[src/rtl/rf_wb_pkg.sv]
// Shared constants and FSM state type for the register-file
// write-back controller and its grant picker.
package rf_wb_pkg;

    localparam int NUM_REQ  = 3;
    localparam int ADDR_W   = 3;
    localparam int DATA_W   = 16;
    localparam int NUM_REGS = 8;
    localparam int PTR_W    = 2;

    typedef enum logic [1:0] {
        IDLE,
        CLEAR,
        DONE
    } state_t;

endpackage

[src/rtl/rf_wb_pick.sv]
// One-hot grant picker for the write-back requesters.
// Ports: req (request bits), ptr (last granted index, only when
// RF_WB_RR_EN is defined), gnt (one-hot grant, combinational).
// RF_WB_RR_EN defined: round-robin starting after ptr.
// RF_WB_RR_EN undefined: fixed priority 0 > 1 > 2.
module rf_wb_pick
    import rf_wb_pkg::*;
(
    input  logic [NUM_REQ-1:0] req,
`ifdef RF_WB_RR_EN
    input  logic [PTR_W-1:0]   ptr,
`endif
    output logic [NUM_REQ-1:0] gnt
);

`ifdef RF_WB_RR_EN
    always_comb begin
        gnt = '0;
        case (ptr)
            2'd0: begin
                if (req[1])      gnt = 3'b010;
                else if (req[2]) gnt = 3'b100;
                else if (req[0]) gnt = 3'b001;
            end
            2'd1: begin
                if (req[2])      gnt = 3'b100;
                else if (req[0]) gnt = 3'b001;
                else if (req[1]) gnt = 3'b010;
            end
            default: begin
                if (req[0])      gnt = 3'b001;
                else if (req[1]) gnt = 3'b010;
                else if (req[2]) gnt = 3'b100;
            end
        endcase
    end
`else
    always_comb begin
        gnt = '0;
        if (req[0])      gnt = 3'b001;
        else if (req[1]) gnt = 3'b010;
        else if (req[2]) gnt = 3'b100;
    end
`endif

endmodule

[src/rtl/rf_wb_ctrl.sv]
// Register-file write-back controller: arbitrates three write
// requesters onto one registered write port and runs a clear sweep.
// Ports: clk, rst (sync, active-high), req/waddrN/wdataN (requesters),
// gnt (one-hot, combinational), clr_req (start clear sweep),
// regen/inaddr/in (registered write port), busy, clr_done.
// Macro RF_WB_RR_EN selects round-robin instead of fixed priority.
module rf_wb_ctrl
    import rf_wb_pkg::*;
(
    input  logic              clk,
    input  logic              rst,
    input  logic [NUM_REQ-1:0] req,
    input  logic [ADDR_W-1:0] waddr0,
    input  logic [ADDR_W-1:0] waddr1,
    input  logic [ADDR_W-1:0] waddr2,
    input  logic [DATA_W-1:0] wdata0,
    input  logic [DATA_W-1:0] wdata1,
    input  logic [DATA_W-1:0] wdata2,
    output logic [NUM_REQ-1:0] gnt,
    input  logic              clr_req,
    output logic              regen,
    output logic [ADDR_W-1:0] inaddr,
    output logic [DATA_W-1:0] in,
    output logic              busy,
    output logic              clr_done
);

    state_t              state;
    logic [NUM_REQ-1:0]  pick_gnt;
    logic [ADDR_W-1:0]   g_addr;
    logic [DATA_W-1:0]   g_data;

`ifdef RF_WB_RR_EN
    logic [PTR_W-1:0] ptr;

    rf_wb_pick u_pick (
        .req (req),
        .ptr (ptr),
        .gnt (pick_gnt)
    );

    always_ff @(posedge clk) begin
        if (rst) begin
            ptr <= PTR_W'(2);
        end else if (|gnt) begin
            unique case (1'b1)
                gnt[1]:  ptr <= PTR_W'(1);
                gnt[2]:  ptr <= PTR_W'(2);
                default: ptr <= PTR_W'(0);
            endcase
        end
    end
`else
    rf_wb_pick u_pick (
        .req (req),
        .gnt (pick_gnt)
    );
`endif

    // Clear has precedence over writes; nothing granted outside IDLE.
    assign gnt = (state == IDLE && !clr_req && !rst)
               ? pick_gnt : '0;

    always_comb begin
        g_addr = '0;
        g_data = '0;
        unique case (1'b1)
            gnt[0]: begin
                g_addr = waddr0;
                g_data = wdata0;
            end
            gnt[1]: begin
                g_addr = waddr1;
                g_data = wdata1;
            end
            gnt[2]: begin
                g_addr = waddr2;
                g_data = wdata2;
            end
            default: ;
        endcase
    end

    // During CLEAR, inaddr doubles as the sweep index.
    always_ff @(posedge clk) begin
        if (rst) begin
            state    <= IDLE;
            regen    <= 1'b0;
            inaddr   <= '0;
            in       <= '0;
            busy     <= 1'b0;
            clr_done <= 1'b0;
        end else begin
            unique case (state)
                IDLE: begin
                    clr_done <= 1'b0;
                    if (clr_req) begin
                        state  <= CLEAR;
                        regen  <= 1'b1;
                        inaddr <= '0;
                        in     <= '0;
                        busy   <= 1'b1;
                    end else begin
                        regen <= |gnt;
                        if (|gnt) begin
                            inaddr <= g_addr;
                            in     <= g_data;
                        end
                    end
                end
                CLEAR: begin
                    if (inaddr == ADDR_W'(NUM_REGS - 1)) begin
                        state    <= DONE;
                        regen    <= 1'b0;
                        busy     <= 1'b0;
                        clr_done <= 1'b1;
                    end else begin
                        inaddr <= inaddr + 1'b1;
                    end
                end
                DONE: begin
                    state    <= IDLE;
                    clr_done <= 1'b0;
                end
                default: state <= IDLE;
            endcase
        end
    end

endmodule

[config.mk]
export PLATFORM = sky130hd
export DESIGN_NAME = rf_wb_ctrl
export DESIGN_NICKNAME = d
export VERILOG_FILES = /design/src/rtl/rf_wb_pkg.sv /design/src/rtl/rf_wb_pick.sv /design/src/rtl/rf_wb_ctrl.sv
export SDC_FILE = /design/constraint.sdc
export NUM_CORES = 1
export LEC_CHECK = 0
export ABC_CLOCK_PERIOD_IN_PS = 3150
export BUFFER_PORTS_ARGS = -buffer_cell sky130_fd_sc_hd__buf_2
export CAP_MARGIN = 0
export CORE_MARGIN = 3
export CORE_UTILIZATION = 35
export DETAILED_ROUTE_END_ITERATION = 8
export PLACE_DENSITY_LB_ADDON = 0.08
export RECOVER_POWER = 25
export SETUP_SLACK_MARGIN = 0.05
export SKIP_LAST_GASP = 1
export SLEW_MARGIN = 10
export SYNTH_ARGS = -nofsm -noshare
export SYNTH_HDL_FRONTEND = slang
export SYNTH_SLANG_ARGS = --single-unit
[constraint.sdc]
create_clock -name clk -period 3.15 [get_ports clk]
set_input_delay 0.1575 -clock clk [delete_from_list [all_inputs] [get_ports clk]]
set_output_delay 0.1575 -clock clk [all_outputs]
set_load 0.02 [all_outputs]
Word-level counts from Yosys, hierarchy flattened
Cells that the tools add are included.
{"block": "word_totals", "register_bits": 24, "input_bits": 63, "out_inout_bits": 25, "word_cells": 52}
{"block": "classes", "add_sub_neg": 1, "n_eq_ne": 7, "muxes": 22, "reduce_logical": 16}
{"op": "16-bit case mux with 3 select lines", "n": 1}
{"op": "16-bit two-way mux", "n": 2}
{"op": "3-bit two-way mux", "n": 7}
{"op": "3-bit case mux with 3 select lines", "n": 1}
{"op": "2-bit AND reduction", "n": 4}
{"op": "2-bit != test, second input constant", "n": 3}
{"op": "1-bit case mux with 2 select lines", "n": 3}
{"op": "3-bit case mux with 2 select lines", "n": 1}
{"op": "3-bit AND reduction", "n": 2}
{"op": "2-bit nonzero test", "n": 3}
{"op": "1-bit two-way mux", "n": 4}
{"op": "2-bit two-way mux", "n": 2}
{"op": "2-bit case mux with 2 select lines", "n": 1}
{"op": "3-bit by 1-bit adder with 3-bit output, second input constant", "n": 1}
{"op": "3-bit equality test, second input constant", "n": 1}
{"op": "3-bit by 2-bit != test with 1-bit output, second input constant", "n": 1}
{"op": "3-bit OR reduction", "n": 1}
{"op": "2-bit by 1-bit equality test with 1-bit output, second input constant", "n": 1}
{"op": "2-bit equality test, second input constant", "n": 1}
{"op": "1-bit logical AND", "n": 2}
{"op": "1-bit zero test", "n": 2}
{"op": "2-bit zero test", "n": 1}
{"op": "2-bit OR reduction", "n": 1}

Depth between registers and ports, before layout
Gate-level depths: netlist (run 1).
{"block": "logic_depth", "word_depth": 8, "ltp_mapped": 7, "mapped_depth_nobuf": 6}

Cells and area by module
A second synthesis (run 1) with hierarchy kept.
{"block": "unflattened", "cells_unflattened": 122, "area_unflattened_um2": 1218.7}
{"mod": "rf_wb_ctrl", "instances": 1, "cells_each": 119, "area_per_inst_um2": 1192.4, "seq_area_each_um2": 480.5}
{"mod": "rf_wb_pick", "instances": 1, "cells_each": 3, "area_per_inst_um2": 26.3, "seq_area_each_um2": 0.0}

Least setup slack after synthesis (run 1)
Ideal clock, no wire load.
{"block": "synth_timing", "path_type": "reg2reg", "from": "reg state[1]", "to": "reg inaddr[0]", "setup_ns": 0.079, "t_arrival_ns": 1.690, "required_time_ns": 3.071, "slack_ns": 1.380, "path_stages_with_launch": 7, "n_path_buf": 2, "synth_period_minus_slack_ns": 1.770, "cell_sequence": "dfxtp_1 > buf_6 > or4_4 > buf_6 > nor3b_4 > a222oi_1 > a211oi_2"}
{"block": "synth_via", "elab_chain_cells": 8, "elab_cells_between_ends": 14, "cone_classes": "eq/ne (3); mux (5); reduce/logical (6)"}
{"element": "from (decl)", "line_no": "rf_wb_ctrl.sv:28", "source": "state_t state;"}
{"element": "from (signal assigned)", "line_no": "rf_wb_ctrl.sv:87", "source": "state <= IDLE;"}
{"element": "from (signal assigned)", "line_no": "rf_wb_ctrl.sv:98", "source": "state <= CLEAR;"}
{"element": "from (signal assigned)", "line_no": "rf_wb_ctrl.sv:113", "source": "state <= DONE;"}
{"element": "2-bit zero test", "line_no": "rf_wb_ctrl.sv:61, rf_wb_ctrl.sv:94"}
{"element": "1-bit logical AND (2 in a row)", "line_no": "rf_wb_ctrl.sv:61", "source": "assign gnt = (state == IDLE && !clr_req && !rst)"}
{"element": "3-bit two-way mux", "line_no": "rf_wb_ctrl.sv:62", "source": "? pick_gnt : '0;"}
{"element": "3-bit case mux with 3 select lines", "line_no": "rf_wb_ctrl.sv:67", "source": "unique case (1'b1)"}
{"element": "3-bit two-way mux", "line_no": "rf_wb_ctrl.sv:105", "source": "if (|gnt) begin"}
{"element": "3-bit two-way mux", "line_no": "rf_wb_ctrl.sv:97", "source": "if (clr_req) begin"}
{"element": "3-bit case mux with 2 select lines", "line_no": "rf_wb_ctrl.sv:94", "source": "unique case (state)"}
{"element": "to (signal assigned)", "line_no": "rf_wb_ctrl.sv:106", "source": "inaddr <= g_addr;"}
{"element": "to (signal assigned)", "line_no": "rf_wb_ctrl.sv:118", "source": "inaddr <= inaddr + 1'b1;"}
{"element": "to (decl)", "line_no": "rf_wb_ctrl.sv:22", "source": "output logic [ADDR_W-1:0] inaddr,"}
Parallel ways exist; a longest one is shown, timed or not. The select of a mux whose other input is x is not followed.
A chain may end at the register's enable or synchronous reset.

Final worst setup path (run 1)
{"block": "layout_timing", "from": "reg state[1]", "to": "out gnt[1]"}
{"block": "layout_via", "elab_chain_cells": 4}
{"element": "2-bit zero test", "line_no": "rf_wb_ctrl.sv:61"}
{"element": "1-bit logical AND (2 in a row)", "line_no": "rf_wb_ctrl.sv:61"}
{"element": "3-bit two-way mux", "line_no": "rf_wb_ctrl.sv:62"}
{"element": "to (decl)", "line_no": "rf_wb_ctrl.sv:19", "source": "output logic [NUM_REQ-1:0] gnt,"}
Every way passes these cells.

==> metrics.txt, run 1 <==
switching part of the total 0.2853; Sink Count 24; placed cell area 1673 µm²; vias in the first global route 1272; startpoint type of the worst setup path flop; Max clock buf depth 2; layout cells sized above 1 0.4131; Area contributors post-synth dfxtp_1 39%, a221o_1 13%, a22oi_1 9.8%; CTS tree built; Initial Utilization 0.3816; synth warn 0; final WL 3.713 mm; Hold Buf Count CTS 0; Final period util 0.7686; Min-Delay Path Depth 2; post-synth net total 196; Multi-input gate area 666.9 µm²; WS Path Type flop to primary output; critical hold path startpoint wdata1[4]; slowest stage delay, CP 0.68 ns; FILL cells 355; Design Power approximately 650 µW; leakage power 0.7868 nW; Synth top area share 0.3930; actual slew at the worst max-slew pin approximately 0.67 ns; unique cell type count in the Yosys netlist 28; Logic pwr share 0.238; fin util 0.5297; Max Cap Viol 0; Placement Setup Slack roughly 0.9 ns; Syn Inst Count 131; drt pass-1 iters 4; GP Congestion 0.7121; area grow syn2layout 38.79%; min-delay worst type input port to flop; via count 1336; Root Driver clkbuf_4; H-tree Lvls 1; crit-path max FO 16; RSZ-0062 raised after global routing no; die height ~65 µm; post-DP HPWL around 2.8 mm; Pwr Density 382.9 nW/µm²; DRT antenna net count 0; Sum Neg Setup Slack 0 ns; slowest CP cell or4_4; Total GRT Usage 0.1778; cell area after layout 1697 µm²; sequential share of power 0.514; Max Slew Vio Count 0; Switch Pwr ~190 µW; WHS Endpoint in[4]; Fmax 0.4131 GHz; post_cts resized 0; most frequent cells in the layout 75 x buf_2, 24 x dfxtp_1, 18 x nor2_1; Internal approximately 460 µW; Core ar. about 3200 µm²; peak supply drop 0.1518 mV; DR vias/cell 5.198; final net count roughly 280; port bufs 87; crit end category primary output; final setup fails 0; Std-Cell Rows 20; Synth area leader dfxtp_1; aggregate global routing overflow 0; Reg clk slew, reported paths around 0.13 ns; Reg-to-Reg Start state[1]; outcome finished clean; slew margin rel. 0.5497; Syn Area/Cell 9.331 µm²; wire length on met3 326 µm; Top-Level Pins 88; synthesis-stage register bit count 24; 1st-iter DRT viols a little over 50; crit path DAT 2.26 ns; Worst R2R End inaddr[0]; leading cell type in the layout, fill and taps excluded buf_2; Seq/Total Area, Yosys 0.3930; Clk pwr share 0.248; critical path required time 2.99 ns; Antenna Cells 0; first-pass GRT wire length 5.975 mm; crit path cell chain or4_4 -> nor3b_4 -> buf_4 -> buf_2; setup repair bufs after CTS 0; setup ws final 0.7290 ns; Clock Skew 0.001131 ns; die width 65.10 µm; DRC Markers 0; Reg area around 480 µm²; CTS Buf Count 3; largest net degree at the start of global routing 28; uppermost routed layer met4; met2 wire length between 1.5 and 2 mm; initial antenna violation count 0; reg2reg path depth 5; Final Hold Vio Count 0; Worst R2R Setup Slack 0.96 ns; wire per inst 14.45 µm; Period minus WS final 2.421 ns; clk_lat worst skew 0.31 ns; DRT met1 WL approximately 1.7 mm; die area 4238 µm²; Post-Synthesis Cell Area 1222 µm²
## per-stage QoR
stage | hold slack [ns] | instances
after detailed placement | 0.3859 | 253
after global placement | 0.3834 | 253
after CTS | 0.05143 | 257
after floorplan | 0.2965 | 131
after global routing | 0.02703 | 257
final | 0.06124 | 257
## registers in the layout, indices dropped and copies added, names as in the netlist
name      cells
state         2
clr_done      1
in           16
regen         1
inaddr        3
busy          1
## power by group through the flow
stage / clock network (mW) / logic [mW] / registers, mW
6_report: 0.161 / 0.155 / 0.334
5_1_grt: 0.185 / 0.171 / 0.336
4_1_cts: 0.167 / 0.158 / 0.333
3_5_place_dp: 0 / 0.158 / 0.340
3_3_place_gp: 0 / 0.155 / 0.340
2_1_floorplan: 0 / 0.0697 / 0.359
## Yosys cell counts, drive strengths merged
master and count:
clkbuf 6, a221o 16, and2 3, a32oi 2, a21oi 3, or4 1, nor3 1, a22oi 16
o32ai 1, a211o 1, buf 6, a222oi 1, a22o 3, ha 2, nand2b 2, nor2b 5
o21ai 5, nor2 18, nand2 2, nor3b 4, dfxtp 24, a211oi 3, inv 4, nor4 2
## logic make-up (layout without fill, tap and decap cells)
logic type      Yosys count  count (layout)  share of synthesized area
compound gates           51              51                     0.3490
simple gates             38              38                     0.1699
buf+inv                  16              98                    0.06755
flops                    24              24                     0.3930
fa+ha+maj                 2               2                    0.02047
## worst max-delay path, delay by kind of cell (launching register included)
family	cells	cell delay (ns)
buffers and inverters	2	0.43
and+or+nand+nor	2	1.10
DFF	1	0.42
## area by class of cell
type | count | area share
sequential | 24 | 0.2832
clock buffer | 4 | 0.02139
multi-input combinational | 91 | 0.3931
tap | 44 | 0.03245
timing repair buffer | 90 | 0.2611
inverter | 4 | 0.008850
## metal layers
layer / global-route usage / vias up
met4: 0.05959 / 0
met1: 0.2347 / 604
met2: 0.2822 / 55
met5: 0 / -
li1: - / 675
met3: 0.04615 / 2
## worst max-delay path by stage
stage,startpoint,endpoint,slack (ns),cells after the start
finish,state[1],gnt[1],0.73,4
detailed placement,req[0],in[5],0.92,5
global route,state[1],gnt[1],0.60,4
global placement,state[0],inaddr[0],1.02,5
floorplan,state[1],inaddr[0],1.38,6
CTS,state[1],gnt[1],0.71,4
Power figures use the tool's default switching activity.
==> run 2: changes to the inputs <==
ABC_CLOCK_PERIOD_IN_PS = 2400   (was 3150)
clock period = 2.4 ns   (was 3.15 ns; I/O delays follow)
==> metrics.txt, run 2 (synthesized netlist as in run 1, its figures left out) <==
outcome finished clean; Max clock buf depth 2; leading cell type in the layout, fill and taps excluded buf_2; aggregate global routing overflow 0; Root Driver clkbuf_4; vias in the first global route 1365; crit end category primary output; wire per inst 14.60 µm; largest net degree at the start of global routing 27; Fmax 0.4538 GHz; Reg clk slew, reported paths 0.14 ns; Sum Neg Setup Slack 0 ns; cell area after layout around 1800 µm²; launch point of the worst path state[0]; Design Power approximately 950 µW; die height 65.10 µm; Initial Utilization 0.3816; die area roughly 4200 µm²; min-delay worst type input port to flop; Multi-input gate area approximately 660 µm²; critical hold path startpoint wdata1[11]; Core ar. 3203 µm²; slowest CP cell or4_4; DRC Markers 0; post-DP HPWL 2.940 mm; die width around 65 µm; Reg area 480.5 µm²; crit-path max FO 16; clk_lat worst skew around 0.32 ns; GP Congestion between 0.7 and 0.8; area grow syn2layout 47.70%; final WL approximately 4 mm; post_cts resized 0; actual slew at the worst max-slew pin 1.116 ns; Reg-to-Reg Start state[0]; Antenna Cells 0; Top-Level Pins 88; leakage power between 0.8 and 0.9 nW; final net count between 200 and 300; Std-Cell Rows 20; H-tree Lvls 1; Final Hold Vio Count 0; Pwr Density roughly 530 nW/µm²; CTS tree built; Period minus WS final 2.204 ns; initial antenna violation count 0; startpoint type of the worst setup path flop; most frequent cells in the layout 75 x buf_2, 24 x dfxtp_1, 18 x nor2_1; placed cell area 1688 µm²; WS Path Type flop to primary output; slowest stage delay, CP 0.69 ns; DRT antenna net count 0; slew margin rel. 0.2546; first-pass GRT wire length 6.127 mm; critical path required time ~2.3 ns; CTS Buf Count 3; FILL cells roughly 330; biggest regs in (16), inaddr (3), state (2); RSZ-0062 raised after global routing no; port bufs 87; final setup fails 0; max reg flops 16; peak supply drop 0.2066 mV; layout cells sized above 1 0.4152; Sink Count 24; Max Slew Vio Count 0; Total GRT Usage 0.1848; largest register by flop count in; Clock Skew 0.001071 ns; DR vias/cell ~5.2; crit path DAT between 2 and 2.5 ns; drt pass-1 iters 4; Worst R2R Setup Slack 0.31 ns; Max Cap Viol 0; crit path cell chain or4_4 -> nor3b_4 -> buf_2; Final period util 0.9183; 1st-iter DRT viols 92; via count 1390
-- run 2: routing by layer --
layer | routed length, µm | part of all wire | track usage
met1 | 1772 | 0.45 | 0.2458
met4 | 38 | 0.0097 | 0.06995
met2 | 1732 | 0.44 | 0.2937
met3 | 369 | 0.094 | 0.03932
met5 | 0 | 0 | 0
-- run 2: final cells by class --
type                       instances  area share
sequential                        24      0.2661
clock buffer                       3     0.01247
multi-input combinational         91      0.3680
inverter                           4    0.008316
timing repair buffer             101      0.2980
tap                               44     0.03049
clock inverter                     1     0.01663
-- run 2: timing repair --
action,CTS,global route
hold buffers,1,4
buffers inserted,0,4
hold endpoints to repair,1,4
setup endpoints to repair,0,1
-- run 2: through the flow --
stage          worst slack [ns]  cells  utilization  hold WS [ns]
2_1_floorplan            0.6302    131            -        0.2590
4_1_cts                  0.1162    260       0.5465      0.003033
3_5_place_dp             0.3574    255       0.5270        0.3492
5_1_grt                 0.09773    268       0.5637     0.0001323
3_3_place_gp             0.4504    255       0.5270        0.3485
6_report                 0.1962    268       0.5637      0.003570
-- run 2: worst paths after layout --
kind	endpoint	cells past startpoint
min reg2reg	regen	2
max reg2reg	inaddr[0]	5
max	gnt[1]	3
min	in[11]	2
-- run 2: report_power, final --
group	switching, mW	total (mW)	internal [mW]
Combinational	0.111	0.214	0.103
Clock	0.132	0.301	0.169
Sequential	0.0165	0.438	0.422
-- run 2: critical path: cells and delay by family, from the launching register on --
kind / cells / cell delay [ns]
buffers and inverters: 1 / 0.24
DFF: 1 / 0.41
and+or+nand+nor: 2 / 1.10
==> run 3: changes to the inputs <==
ABC_CLOCK_PERIOD_IN_PS = 2260   (was 2400)
clock period = 2.26 ns   (was 2.4 ns; I/O delays follow)
==> metrics.txt, run 3 (synthesized netlist as in run 1, its figures left out) <==
outcome finished clean; RSZ-0062 raised after global routing no; Clk pwr share 0.308; setup ws final 0.2368 ns; leakage power 0.8402 nW; first-pass GRT wire length around 6 mm; DRT met1 WL 1.658 mm; final net count between 200 and 300; vias in the first global route 1379; initial antenna violation count 0; met2 wire length 1.716 mm; Fmax between 0.4 and 0.5 GHz; Antenna Cells 0; Clock Skew ~0.0053 ns; Core ar. between 3000 and 4000 µm²; Sum Neg Setup Slack 0 ns; crit path cell chain or4_4 -> nor3b_4 -> buf_12 -> buf_2; die area 4238 µm²; slowest CP cell or4_4; WS Path Type flop to primary output; sequential share of power 0.464; Placement Setup Slack about 0.21 ns; die width between 60 and 70 µm; Period minus WS final 2.023 ns; drt pass-1 iters 4; Final period util 0.8952; via count 1383; peak supply drop 0.2254 mV; largest net degree at the start of global routing 27; Reg clk slew, reported paths between 0.1 and 0.15 ns; Max Slew Vio Count 0; DRC Markers 0; uppermost routed layer met4; Max Cap Viol 0; Initial Utilization 0.3816; 1st-iter DRT viols 57; layout cells sized above 1 0.4081; slowest stage delay, CP 0.61 ns; aggregate global routing overflow 0; GP Congestion 0.7870; die height 65.10 µm; FILL cells 343; final WL 3.706 mm; Pwr Density 553.5 nW/µm²; area grow syn2layout 48.31%; crit-path max FO 10; actual slew at the worst max-slew pin 1.077 ns; final setup fails 0; crit path DAT 1.91 ns; max reg flops 16; CTS Buf Count 3; port bufs just under 90; H-tree Lvls 1; most frequent cells in the layout 75 x buf_2, 24 x dfxtp_1, 18 x nor2_1; startpoint type of the worst setup path flop; largest register by flop count in; Root Driver clkbuf_4; Logic pwr share 0.228; wire length on met3 310 µm; biggest regs in (16), inaddr (3), state (2); post_cts resized 0; switching part of the total 0.2634; Switch Pwr between 200 and 300 µW; post-DP HPWL 2.845 mm; wire per inst 13.88 µm; Final Hold Vio Count 0; min-delay worst type input port to flop; Total GRT Usage 0.1768; Std-Cell Rows 20; clk_lat worst skew 0.31 ns; Top-Level Pins 88; leading cell type in the layout, fill and taps excluded buf_2; DR vias/cell between 5 and 6; slew margin rel. 0.2804; Internal 739.1 µW; crit end category primary output; Sink Count 24; Max clock buf depth 2; CTS tree built; critical path required time 2.15 ns; DRT antenna net count 0
==> run 3: per-layer routing <==
metal  global-route usage  vias to the layer above
met5                    0                        -
li1                     -                      692
met3              0.03419                        2
met2               0.2976                       61
met4              0.05440                        0
met1               0.2286                      628
==> run 3: through the flow <==
stage / cell area (µm²) / power, mW / utilization / hold slack, ns / std cells
2_1_floorplan: 1222 / 0.5971 / - / 0.2520 / 131
3_3_place_gp: 1693 / 0.6912 / 0.5285 / 0.3391 / 254
3_5_place_dp: 1693 / 0.6969 / 0.5285 / 0.3418 / 254
4_1_cts: 1753 / 1.006 / 0.5473 / 0.002014 / 259
5_1_grt: 1813 / 1.062 / 0.5660 / 0.0009775 / 267
6_report: 1813 / 1.003 / 0.5660 / 0.01870 / 267
==> run 3: what timing repair did <==
item,4_1_cts,5_1_grt
setup endpoints to repair,1,1
pin swaps,1,1
buffers inserted,1,2
hold endpoints to repair,0,6
hold buffers,0,6
==> run 3: path summary, 6_finish.rpt <==
| path | cells past startpoint | start | endpoint | slack, ns |
|---|---|---|---|---|
| max | 4 | state[0] | gnt[1] | 0.24 |
| min reg2reg | 1 | in[6] | in[6] | 0.50 |
| min | 2 | wdata1[7] | in[7] | 0.02 |
| max reg2reg | 5 | state[0] | inaddr[0] | 0.38 |
==> run 3: power groups by stage <==
stage / clock network (mW) / logic [mW] / registers, mW
final: 0.309 / 0.229 / 0.465
after global placement: 0 / 0.218 / 0.473
after detailed placement: 0 / 0.223 / 0.474
after CTS: 0.317 / 0.224 / 0.465
after global routing: 0.339 / 0.253 / 0.470
after floorplan: 0 / 0.0972 / 0.500
==> run 3: final cells by class <==
class	instances	area (µm²)	area share
Inverter	4	15.01	0.008282
Tap cell	44	55.05	0.03037
Clock buffer	3	22.52	0.01242
Sequential cell	24	480.5	0.2650
Timing Repair Buffer	100	545.5	0.3009
Multi-Input combinational cell	91	664.4	0.3665
Clock inverter	1	30.03	0.01656
==> run 3: worst max-delay path: cells and delay by family, from the launching register on <==
family / cells / cell delay [ns]
simple gates: 2 / 0.89
flops: 1 / 0.40
buf+inv: 2 / 0.32
